===== config.mk =====
export PLATFORM = sky130hd
export DESIGN_NAME = cfg_scan_loader
export DESIGN_NICKNAME = d
export VERILOG_FILES = /design/src/rtl/cfg_scan_loader.sv
export SDC_FILE = /design/constraint.sdc
export NUM_CORES = 1
export LEC_CHECK = 0
export ABC_AREA = 1
export BUFFER_PORTS_ARGS = -buffer_cell sky130_fd_sc_hd__buf_2
export CORE_MARGIN = 2
export CORE_UTILIZATION = 64
export CTS_BUF_LIST = sky130_fd_sc_hd__clkbuf_8
export DETAILED_ROUTE_END_ITERATION = 7
export HOLD_SLACK_MARGIN = 0.08
export PLACE_DENSITY = 0.88
export SLEW_MARGIN = 0
export SYNTH_ARGS = -nofsm -noshare
export SYNTH_HDL_FRONTEND = slang
export SYNTH_SLANG_ARGS = --single-unit

===== constraint.sdc =====
create_clock -name scan_clk -period 6.8 [get_ports scan_clk]
set_clock_uncertainty 0.1 [all_clocks]
set_input_delay 1.7 -clock scan_clk [delete_from_list [all_inputs] [get_ports scan_clk]]
set_output_delay 1.7 -clock scan_clk [all_outputs]
set_load 0.01 [all_outputs]

===== src/rtl/cfg_scan_loader.sv =====
// Scan-chain configuration loader: takes bitstream words over valid/ready,
// shifts them MSB-first into the fabric chain and returns the displaced bits as readback words.
module cfg_scan_loader #(
  parameter int unsigned WORD_W    = 32,
  parameter int unsigned NUM_WORDS = 4,
  parameter int unsigned TIMEOUT   = 256
) (
  input  logic              scan_clk,
  input  logic              rst,
  input  logic              start,
  input  logic              abort,
  input  logic [WORD_W-1:0] word_data,
  input  logic              word_valid,
  output logic              word_ready,
  output logic              scan_en,
  output logic              scan_in,
  input  logic              scan_out,
  output logic [WORD_W-1:0] rb_data,
  output logic              rb_valid,
  output logic              busy,
  output logic              done,
  output logic              err
);

  localparam int unsigned BIT_W  = $clog2(WORD_W);
  localparam int unsigned WCNT_W = $clog2(NUM_WORDS + 1);
  localparam int unsigned TMO_W  = $clog2(TIMEOUT + 1);

  typedef enum logic [1:0] {
    S_IDLE  = 2'd0,
    S_FETCH = 2'd1,
    S_SHIFT = 2'd2
  } state_t;

  state_t              state_q, state_d;
  logic [WORD_W-1:0]   shreg_q, shreg_d;
  logic [WORD_W-2:0]   rbreg_q, rbreg_d;
  logic [BIT_W-1:0]    bit_idx_q, bit_idx_d;
  logic [WCNT_W-1:0]   word_cnt_q, word_cnt_d;
  logic [TMO_W-1:0]    tmo_cnt_q, tmo_cnt_d;
  logic [WORD_W-1:0]   rb_data_q, rb_data_d;
  logic                rb_valid_q, rb_valid_d;
  logic                done_q, done_d;
  logic                err_q, err_d;
  logic                last_bit_c;
  logic                last_word_c;

  // State and datapath registers
  always_ff @(posedge scan_clk or posedge rst) begin
    if (rst) begin
      state_q    <= S_IDLE;
      shreg_q    <= '0;
      rbreg_q    <= '0;
      bit_idx_q  <= '0;
      word_cnt_q <= '0;
      tmo_cnt_q  <= '0;
      rb_data_q  <= '0;
      rb_valid_q <= 1'b0;
      done_q     <= 1'b0;
      err_q      <= 1'b0;
    end else begin
      state_q    <= state_d;
      shreg_q    <= shreg_d;
      rbreg_q    <= rbreg_d;
      bit_idx_q  <= bit_idx_d;
      word_cnt_q <= word_cnt_d;
      tmo_cnt_q  <= tmo_cnt_d;
      rb_data_q  <= rb_data_d;
      rb_valid_q <= rb_valid_d;
      done_q     <= done_d;
      err_q      <= err_d;
    end
  end

  assign last_bit_c  = (bit_idx_q == BIT_W'(WORD_W - 1));
  assign last_word_c = (word_cnt_q == WCNT_W'(NUM_WORDS - 1));

  // Next state; handshake and scan strobes decode only registered state
  always_comb begin
    state_d    = state_q;
    shreg_d    = shreg_q;
    rbreg_d    = rbreg_q;
    bit_idx_d  = bit_idx_q;
    word_cnt_d = word_cnt_q;
    tmo_cnt_d  = tmo_cnt_q;
    rb_data_d  = rb_data_q;
    rb_valid_d = 1'b0;
    done_d     = done_q;
    err_d      = err_q;
    word_ready = 1'b0;
    scan_en    = 1'b0;
    scan_in    = 1'b0;

    case (state_q)
      S_IDLE: begin
        if (abort) begin
          done_d = 1'b0;
          err_d  = 1'b0;
        end else if (start) begin
          state_d    = S_FETCH;
          word_cnt_d = '0;
          tmo_cnt_d  = '0;
          done_d     = 1'b0;
          err_d      = 1'b0;
        end
      end

      S_FETCH: begin
        word_ready = 1'b1;
        if (abort) begin
          state_d = S_IDLE;
          done_d  = 1'b0;
          err_d   = 1'b0;
        end else if (word_valid) begin
          state_d   = S_SHIFT;
          shreg_d   = word_data;
          bit_idx_d = '0;
          tmo_cnt_d = '0;
        end else if (tmo_cnt_q == TMO_W'(TIMEOUT - 1)) begin
          state_d = S_IDLE;
          err_d   = 1'b1;
        end else begin
          tmo_cnt_d = tmo_cnt_q + TMO_W'(1);
        end
      end

      S_SHIFT: begin
        scan_en    = 1'b1;
        scan_in    = shreg_q[WORD_W-1];
        word_ready = last_bit_c && !last_word_c;
        if (abort) begin
          state_d = S_IDLE;
          done_d  = 1'b0;
          err_d   = 1'b0;
        end else begin
          shreg_d   = shreg_q << 1;
          rbreg_d   = {rbreg_q[WORD_W-3:0], scan_out};
          bit_idx_d = bit_idx_q + BIT_W'(1);
          if (last_bit_c) begin
            rb_data_d  = {rbreg_q, scan_out};
            rb_valid_d = 1'b1;
            word_cnt_d = word_cnt_q + WCNT_W'(1);
            bit_idx_d  = '0;
            if (last_word_c) begin
              state_d = S_IDLE;
              done_d  = 1'b1;
            end else if (word_valid) begin
              // Next word queued: keep shifting with no bubble
              shreg_d = word_data;
            end else begin
              state_d   = S_FETCH;
              tmo_cnt_d = '0;
            end
          end
        end
      end

      default: state_d = S_IDLE;
    endcase
  end

  assign rb_data  = rb_data_q;
  assign rb_valid = rb_valid_q;
  assign done     = done_q;
  assign err      = err_q;
  assign busy     = (state_q != S_IDLE);

endmodule

==> results.json, run 1 <==
{
  "placed_cells": 762,
  "synth_fp_nets": 657,
  "cp_data_arrival_time_ns": 4.26,
  "crit_family": "compound AO/OA/AOI/OAI gates",
  "overflow": 0,
  "hp-class": "reg -> reg",
  "final_cells": 793,
  "crit_path_frequent_cell": "inv_2",
  "io_buffers": 76,
  "cp-startpoint": "abort",
  "synth-seq-cells": 117,
  "layout_min_cycle_time_ns": 4.054,
  "cpMaxStageDelayCell": "a21oi_4",
  "h-tree-depth": 4,
  "clk-insertion-delay-late_ns": 0.42,
  "reg2reg_to": "bit_idx_q[2]",
  "post-cts-setup-buffers": 0,
  "peakVddDrop_v": 0.0002056,
  "drtIter0Drc": 333,
  "cp.buffers_inverters": 3,
  "holdBufCountCts": 0,
  "maxCapViolations": 0,
  "via_per_inst": 5.339,
  "worstPathRequired_ns": 7.01,
  "grt_start_max_net_pins": 67,
  "grt_pass1_vias": 4052,
  "fin_area_sq_um": 5957,
  "synth_edf_count": 0,
  "antennaDiodeCount": 0,
  "r2r.worst_path.cells": 7,
  "final_max_slew_viol_count": 0,
  "pre_cts_slack_ns": 2.401,
  "synth_flop_cell": "dfrtp_1",
  "clock_sinks": 117,
  "worstPathMaxFanout": 66,
  "synth_cell_types": 29,
  "cts_tree": "yes",
  "crit_chain": "buf_2 -> inv_2 -> nand2_2 -> a21oi_4 -> inv_2 -> a21oi_1 -> a21oi_2",
  "leakagePower_nw": 2.893,
  "yosysTopAreaCell": "dfrtp_1",
  "rsz0062_at_grt": "no",
  "cp-endpoint": "bit_idx_q[2]",
  "num_rows": 33,
  "yosys_warnings": 0,
  "synth_most_common_cell": "nand2_1",
  "synth_top_area_share": 0.5552,
  "cts.clk_slew.worst_paths_ns": 0.07,
  "tightest_slew_ns": 1.026,
  "slew_headroom": 0.3137,
  "use_met2": 0.4196,
  "grt_first_pass_wirelength_um": 17760,
  "wire_per_inst_um": 13.26,
  "grt_use_total": 0.2536,
  "clockRootBuffer": "clkbuf_8",
  "use_met3": 0.06624,
  "initial_core_util": 0.6517,
  "gp_congestion": 0.8976,
  "fp.dieH_um": 94.78,
  "gr-usage-met1": 0.3252,
  "max_freq_mhz": 246.6,
  "r2r-start": "state_q[0]",
  "dp_hpwl_um": 6707,
  "drt-pass1-iter-count": 5,
  "n_fill_cell": 614,
  "drive_gt1_frac": 0.1919,
  "r2r_slack_ns": 3.01,
  "syn_area_sq_um": 5274,
  "dieArea_sq_um": 8982,
  "max_stage_delay_ns": 0.94,
  "ys_seq_area_frac": 0.5552,
  "synth_area_leaders": "dfrtp_1 (56%), nand2_1 (11%), o21ai_0 (9.7%)",
  "endpoint_kind": "register",
  "finalWorstSetupSlack_ns": 2.746,
  "cp.depth": 7,
  "path_class": "in -> reg",
  "status": "finished, final reports clean",
  "synth.avg_cell_area_sq_um": 8.660,
  "fin_setup_tns_ns": 0,
  "die_w_um": 94.78,
  "postPlaceCellArea_sq_um": 5593,
  "cts.path.max_buffers": 2,
  "finalSetupViolations": 0,
  "antenna_found_initial": 0,
  "async_flop_share": 1.000,
  "drcViolationCount": 0,
  "ys_top_cells_by_count": "nand2_1 (151), dfrtp_1 (117), o21ai_0 (102), inv_1 (60), nor2_1 (49)",
  "netlist_instances": 609,
  "via_count": 4234,
  "p_per_area_nw_per_um2": 332.8,
  "areaGrowthSynthToFinish_pct": 12.95,
  "drt_wl_total_um": 10510,
  "min_period_over_period": 0.5962,
  "hold_violations": 0,
  "fin_nets": 724,
  "design.portCount": 77,
  "cts_buffers": 17,
  "ant_nets": 0,
  "start_kind": "input port",
  "core-area_sq_um": 8093,
  "globalRoute.busiestLayer": "met2",
  "cts.repair.resized": 0
}
-- cell usage in the layout (no fill, tap or decap) --
cell type and instances:
a21oi_1 4, a21oi_2 1, a21oi_4 1, buf_2 76, buf_4 1, bufinv_16 1
clkbuf_8 17, clkinv_2 2, clkinv_4 4, clkinvlp_4 5, dfrtp_1 117, ha_1 10
inv_1 59, inv_2 4, inv_4 3, inv_6 2, nand2_1 151, nand2_2 2
nand2_4 2, nand3_1 16, nand4_1 6, nor2_1 49, nor2_2 4, nor3_1 2
o21ai_0 102, o21ai_1 38, o21ai_2 5, o21ai_4 1, o21bai_1 1, o31ai_1 1
or2_2 1
-- area by class of cell --
class / count / area [sq um] / area share
Clock inverter: 14 / 130.1 / 0.02184
Sequential cell: 117 / 2928 / 0.4915
Tap cell: 105 / 131.4 / 0.02205
Clock buffer: 17 / 234.0 / 0.03928
Timing Repair Buffer: 77 / 387.9 / 0.06511
Multi-Input combinational cell: 397 / 1891 / 0.3174
Inverter: 66 / 255.2 / 0.04285
-- cell families after synthesis --
kind of cell | count (synthesis) | synth area share
fa+ha+maj | 10 | 0.02372
simple gates | 233 | 0.1791
flops | 117 | 0.5552
compound gates | 154 | 0.1556
buf+inv | 95 | 0.08636
-- where the power goes --
part / internal [W] / leakage [nW] / switching, W
clock: 0.000288 / 0.170 / 0.000292
combinational: 0.000161 / 1.14 / 0.000357
sequential: 0.000816 / 1.58 / 0.0000682
total: 0.00127 / 2.89 / 0.000717
-- tightest hold or removal path: cells and delay by family, from the launching register on --
family,cells,cell delay (ns)
DFF,1,0.34
and+or+nand+nor,2,0.10
-- how the worst min path moves through the flow --
| stage | start | end | slack [ns] | cells after the start |
|---|---|---|---|---|
| 3_3_place_gp | shreg_q[0] | shreg_q[0] | 0.36 | 2 |
| 2_1_floorplan | shreg_q[0] | shreg_q[0] | 0.34 | 2 |
| 5_1_grt | shreg_q[0] | shreg_q[0] | 0.40 | 2 |
| 4_1_cts | shreg_q[0] | shreg_q[0] | 0.38 | 2 |
| 6_report | shreg_q[0] | shreg_q[0] | 0.38 | 2 |
| 3_5_place_dp | shreg_q[0] | shreg_q[0] | 0.36 | 2 |
-- sequential cells by signal, indices dropped and copies added, names as in the netlist --
name / count
done: 1
rbreg_q: 31
rb_data: 32
shreg_q: 32
rb_valid: 1
state_q: 2
tmo_cnt_q: 9
word_cnt_q: 3
err: 1
bit_idx_q: 5
-- routing by layer --
metal / routed length [um] / up-vias
met5: 0 / -
met4: 138 / 0
met2: 5206 / 116
met3: 514 / 13
met1: 4654 / 2018
li1: - / 2087
-- through the flow --
stage	hold WS [ns]	power, W	util
after detailed placement	0.3603	0.001404	0.6911
after CTS	0.3800	0.001989	0.7361
after global placement	0.3587	0.001373	0.6911
final	0.3800	0.001983	0.7361
after global routing	0.4046	0.002108	0.7361
after floorplan	0.3439	0.001321	-
No activity file was read; power rests on OpenSTA's default activity.
==> inputs of run 2 (changes only) <==
--- a/config.mk
+++ b/config.mk
@@ -8,11 +8,11 @@
 export ABC_AREA = 1
 export BUFFER_PORTS_ARGS = -buffer_cell sky130_fd_sc_hd__buf_2
 export CORE_MARGIN = 2
-export CORE_UTILIZATION = 64
+export CORE_UTILIZATION = 59
 export CTS_BUF_LIST = sky130_fd_sc_hd__clkbuf_8
 export DETAILED_ROUTE_END_ITERATION = 7
 export HOLD_SLACK_MARGIN = 0.08
-export PLACE_DENSITY = 0.88
+export PLACE_DENSITY = 0.82
 export SLEW_MARGIN = 0
 export SYNTH_ARGS = -nofsm -noshare
 export SYNTH_HDL_FRONTEND = slang
==> constraint.sdc (replaced) <==
create_clock -name scan_clk -period 3.9 [get_ports scan_clk]
set_clock_uncertainty 0.1 [all_clocks]
set_input_delay 0.975 -clock scan_clk [delete_from_list [all_inputs] [get_ports scan_clk]]
set_output_delay 0.975 -clock scan_clk [all_outputs]
set_load 0.01 [all_outputs]
==> run 2 against run 1 <==
Compared with the run above:
- global-route usage decreased by 2.9 points
- final cell count increased by 0.76%
- worst setup slack worse by 1.8 ns
- design area is 1.3% higher
- combinational power grew 72%
- critical path type is now reg -> out
- largest power group unchanged
==> results.json, run 2 (synthesis gave the netlist of run 1 again) <==
{
  "finalWorstSetupSlack_ns": 0.9108,
  "holdBufCountCts": 0,
  "hp-class": "reg -> reg",
  "areaGrowthSynthToFinish_pct": 14.42,
  "maxCapViolations": 0,
  "r2r_slack_ns": 1.31,
  "leakagePower_nw": 2.927,
  "start_kind": "register",
  "reg2reg_to": "shreg_q[11]",
  "fin_area_sq_um": 6035,
  "fp.dieH_um": 98.55,
  "tightest_slew_ns": 0.8198,
  "max_freq_mhz": 334.5,
  "post-cts-setup-buffers": 0,
  "path_class": "reg -> out",
  "hold_violations": 0,
  "layout_commonest_cell": "nand2_1",
  "h-tree-depth": 4,
  "finalSetupViolations": 0,
  "n_fill_cell": 705,
  "peakVddDrop_v": 0.0002889,
  "drive_gt1_frac": 0.1954,
  "dp_hpwl_um": 6449,
  "status": "finished, final reports clean",
  "wire_per_inst_um": 12.58,
  "cp_data_arrival_time_ns": 1.91,
  "layout_common_cells": "nand2_1 (151), dfrtp_1 (117), o21ai_0 (102)",
  "postPlaceCellArea_sq_um": 5625,
  "drcViolationCount": 0,
  "slew_headroom": 0.4527,
  "cp-startpoint": "state_q[0]",
  "seqPwrFrac": 0.434,
  "worstPathRequired_ns": 2.82,
  "pre_cts_slack_ns": 1.281,
  "initial_core_util": 0.6077,
  "power.share.clock": 0.314,
  "cts_buffers": 17,
  "min_period_over_period": 0.7665,
  "worstPathMaxFanout": 13,
  "endpoint_kind": "primary output",
  "layout_min_cycle_time_ns": 2.989,
  "antennaDiodeCount": 0,
  "drtIter0Drc": 309,
  "r2r-start": "state_q[1]",
  "power.combinational.fraction": 0.251,
  "gp_congestion": 0.8441,
  "io_buffers": 76,
  "rsz0062_at_grt": "no",
  "min_to": "rb_data[13]",
  "overflow": 0,
  "via_count": 4172,
  "r2r.worst_path.cells": 9,
  "antenna_found_initial": 0,
  "fin_setup_tns_ns": 0,
  "grt_first_pass_wirelength_um": 18020,
  "total_power_w": 0.003537,
  "die_w_um": 98.55,
  "placed_cells": 767,
  "num_rows": 34,
  "p_int_w": 0.002319,
  "dieArea_sq_um": 9711,
  "clockRootBuffer": "clkbuf_8",
  "cts.repair.resized": 0,
  "grt_use_total": 0.2247,
  "hp-start": "rb_data[13]",
  "grt_pass1_vias": 4206,
  "grt_start_max_net_pins": 118,
  "power.switching_w": 0.001218,
  "core-area_sq_um": 8678,
  "clock_sinks": 117,
  "final_max_slew_viol_count": 0,
  "via_per_inst": 5.222,
  "drt_wl_total_um": 10060,
  "hold_depth": 2,
  "cts.path.max_buffers": 2,
  "clk-insertion-delay-late_ns": 0.41,
  "cts.clk_slew.worst_paths_ns": 0.07,
  "final_cells": 799,
  "cts_tree": "yes",
  "p_sw_frac": 0.3444,
  "ant_nets": 0,
  "design.portCount": 77,
  "drt-pass1-iter-count": 5,
  "fin_nets": 726,
  "p_per_area_nw_per_um2": 586.1
}
run 2: metrics by stage:
| stage | utilization | hold WS, ns |
|---|---|---|
| finish | 0.6954 | 0.3802 |
| global route | 0.6954 | 0.4060 |
| CTS | 0.6954 | 0.3842 |
| detailed placement | 0.6482 | 0.3666 |
| global placement | 0.6482 | 0.3578 |
| floorplan | - | 0.3439 |
run 2: cell type report:
| class | count | area [sq um] | share of cell area |
|---|---|---|---|
| clock buffer | 19 | 261.5 | 0.04333 |
| inverter | 66 | 256.5 | 0.04250 |
| sequential | 117 | 2928 | 0.4852 |
| clock inverter | 13 | 147.6 | 0.02447 |
| timing repair buffer | 79 | 415.4 | 0.06884 |
| tap | 108 | 135.1 | 0.02239 |
| multi-input combinational | 397 | 1891 | 0.3133 |
run 2: worst max-delay path, cell delays in order, from the launching register on:
cell and delay (ns):
dfrtp_1 0.42, inv_1 0.12, ha_1 0.54, o21ai_0 0.15
a21oi_1 0.13, buf_2 0.14
run 2: metal layers:
layer / up-vias / share of wire / global-route usage
met5: - / 0 / 0
met4: 0 / 0.014 / 0.09168
met3: 9 / 0.044 / 0.04965
met2: 97 / 0.49 / 0.3762
met1: 1980 / 0.45 / 0.2859
li1: 2086 / - / -
run 2: power groups by stage:
stage	registers, W	logic [W]	clock network, W
after floorplan	0.00153	0.000774	0
after global routing	0.00156	0.00103	0.00119
final	0.00154	0.000889	0.00111
after detailed placement	0.00155	0.000890	0
after global placement	0.00155	0.000854	0
after CTS	0.00154	0.000894	0.00113
run 2: worst max path at each step:
stage / slack (ns) / to / cells past startpoint
floorplan: 1.40 / bit_idx_q[0] / 1
global placement: 1.31 / shreg_q[12] / 6
detailed placement: 1.28 / shreg_q[6] / 6
CTS: 0.88 / word_ready / 5
global route: 0.74 / word_ready / 5
finish: 0.91 / word_ready / 5
==> inputs of run 3 (changes only) <==
==> constraint.sdc (replaced) <==
create_clock -name scan_clk -period 2.85 [get_ports scan_clk]
set_clock_uncertainty 0.1 [all_clocks]
set_input_delay 0.7125 -clock scan_clk [delete_from_list [all_inputs] [get_ports scan_clk]]
set_output_delay 0.7125 -clock scan_clk [all_outputs]
set_load 0.01 [all_outputs]
==> run 3 against run 2 <==
Compared with the run above:
- critical path depth rose by 2
- first-iteration DRC count fell by 18%
- non-clock buffer count rose by 4
- core utilization rose by 1.2 points
- combinational power rose by 42%
- design area rose by 1.7%
- count of clock-buffer cells in the layout fell by 2
- flip-flop and latch count did not move
- die area did not move
- global-route usage rose by 0.67 points
==> results.json, run 3 (synthesis gave the netlist of run 1 again) <==
{
  "cp_data_arrival_time_ns": 1.82,
  "worstPathMaxFanout": 3,
  "max_freq_mhz": 380.5,
  "final_max_slew_viol_count": 0,
  "h-tree-depth": 4,
  "drt_wl_total_um": 10780,
  "antenna_found_initial": 0,
  "finalSetupViolations": 0,
  "dp_hpwl_um": 6923,
  "design.portCount": 77,
  "total_power_w": 0.005101,
  "io_buffers": 76,
  "r2r_slack_ns": 0.45,
  "grt_pass1_vias": 4021,
  "worstPathRequired_ns": 2.04,
  "fp.dieH_um": 98.55,
  "crit_chain": "ha_1 -> nand2_1 -> nor2_1 -> ha_1 -> nand2_1 -> a21oi_1 -> buf_2",
  "core-area_sq_um": 8678,
  "fin_setup_tns_ns": 0,
  "path_class": "reg -> out",
  "cts_buffers": 17,
  "cts_tree": "yes",
  "cts.path.max_buffers": 2,
  "hp-class": "in -> async",
  "leakagePower_nw": 2.987,
  "gp_congestion": 0.8482,
  "grt_first_pass_wirelength_um": 18200,
  "cpMaxStageDelayCell": "dfrtp_1",
  "endpoint_kind": "primary output",
  "seqCellArea_sq_um": 2928,
  "layout_commonest_cell": "nand2_1",
  "dieArea_sq_um": 9711,
  "p_per_area_nw_per_um2": 831.0,
  "layout_min_cycle_time_ns": 2.628,
  "crit_family": "adder cells",
  "fin_util": 0.7073,
  "clk-insertion-delay-late_ns": 0.42,
  "peakVddDrop_v": 0.0004223,
  "initial_core_util": 0.6077,
  "layout_common_cells": "nand2_1 (151), dfrtp_1 (117), o21ai_0 (102)",
  "grt_start_max_net_pins": 65,
  "slew_headroom": 0.4112,
  "cts.clk_slew.worst_paths_ns": 0.07,
  "multi_input_area_sq_um": 1902,
  "p_int_w": 0.003400,
  "via_count": 4226,
  "overflow": 0,
  "power.combinational.fraction": 0.248,
  "power.switching_w": 0.001701,
  "min_period_over_period": 0.9223,
  "drtIter0Drc": 252,
  "drcViolationCount": 0,
  "tightest_slew_ns": 0.8832,
  "antennaDiodeCount": 0,
  "ant_nets": 0,
  "wire_per_inst_um": 13.43,
  "num_rows": 34,
  "cp.buffers_inverters": 1,
  "clockRootBuffer": "clkbuf_8",
  "max_stage_delay_ns": 0.35,
  "drt-pass1-iter-count": 5,
  "rsz0062_at_grt": "no",
  "die_w_um": 98.55,
  "start_kind": "register",
  "status": "finished, final reports clean",
  "clock_sinks": 117,
  "fin_nets": 731,
  "drive_gt1_frac": 0.2014,
  "areaGrowthSynthToFinish_pct": 16.39,
  "hold_violations": 0,
  "n_fill_cell": 669,
  "maxCapViolations": 0,
  "p_sw_frac": 0.3334,
  "via_per_inst": 5.263,
  "grt_use_total": 0.2314,
  "seqPwrFrac": 0.412,
  "power.share.clock": 0.340
}
==> run 3: worst reg2reg max path, cell delays in order, from the launching register on <==
cell and delay [ns]:
dfrtp_1 0.41, inv_1 0.13, ha_1 0.18, buf_4 0.21, nand2_2 0.16, a21oi_4 0.45
inv_2 0.37, a21oi_1 0.25, a21oi_2 0.04
==> run 3: cell type report <==
class,count,area share
clock buffer,17,0.03812
clock inverter,14,0.03669
sequential,117,0.4770
inverter,66,0.04179
timing repair buffer,83,0.07460
tap,108,0.02201
multi-input combinational,398,0.3098
==> run 3: per-layer routing <==
metal  GRT usage  vias to the layer above  share of wire
li1            -                     2106              -
met1      0.3128                     2005           0.45
met2      0.3710                       97           0.49
met3     0.04468                       18          0.043
met4     0.09694                        0          0.017
met5           0                        -              0
==> run 3: worst paths after layout <==
path / startpoint / to / cells after the start
max: bit_idx_q[0] / word_ready / 7
min: rst / rb_data[24] / 2
max reg2reg: state_q[0] / bit_idx_q[2] / 8
min reg2reg: rbreg_q[30] / rb_data[31] / 2
max in group asynchronous: rst / shreg_q[13] / 3
min in group scan_clk: rbreg_q[30] / rb_data[31] / 2
==> run 3: what timing repair did <==
action | CTS | global route
setup buffers | 0 | 0
resized for setup | 0 | 1
hold buffers | 0 | 0
setup endpoints to repair | 0 | 35
==> run 3: stage by stage <==
stage / instance area [sq um] / hold WS [ns] / instances / setup slack (ns)
floorplan: 5278 / 0.3439 / 609 / 0.6101
global placement: 5668 / 0.3581 / 771 / 0.1320
detailed placement: 5668 / 0.3596 / 771 / 0.06001
CTS: 6127 / 0.1867 / 802 / 0.03186
global route: 6138 / 0.2145 / 803 / 0.1026
finish: 6138 / 0.2028 / 803 / 0.2216
==> run 3: power by group through the flow <==
| stage | Clock, W | Combinational [W] | Sequential [W] |
|---|---|---|---|
| after floorplan | 0 | 0.00106 | 0.00209 |
| after global placement | 0 | 0.00120 | 0.00212 |
| after detailed placement | 0 | 0.00123 | 0.00213 |
| after CTS | 0.00177 | 0.00125 | 0.00210 |
| after global routing | 0.00182 | 0.00144 | 0.00214 |
| final | 0.00173 | 0.00126 | 0.00210 |
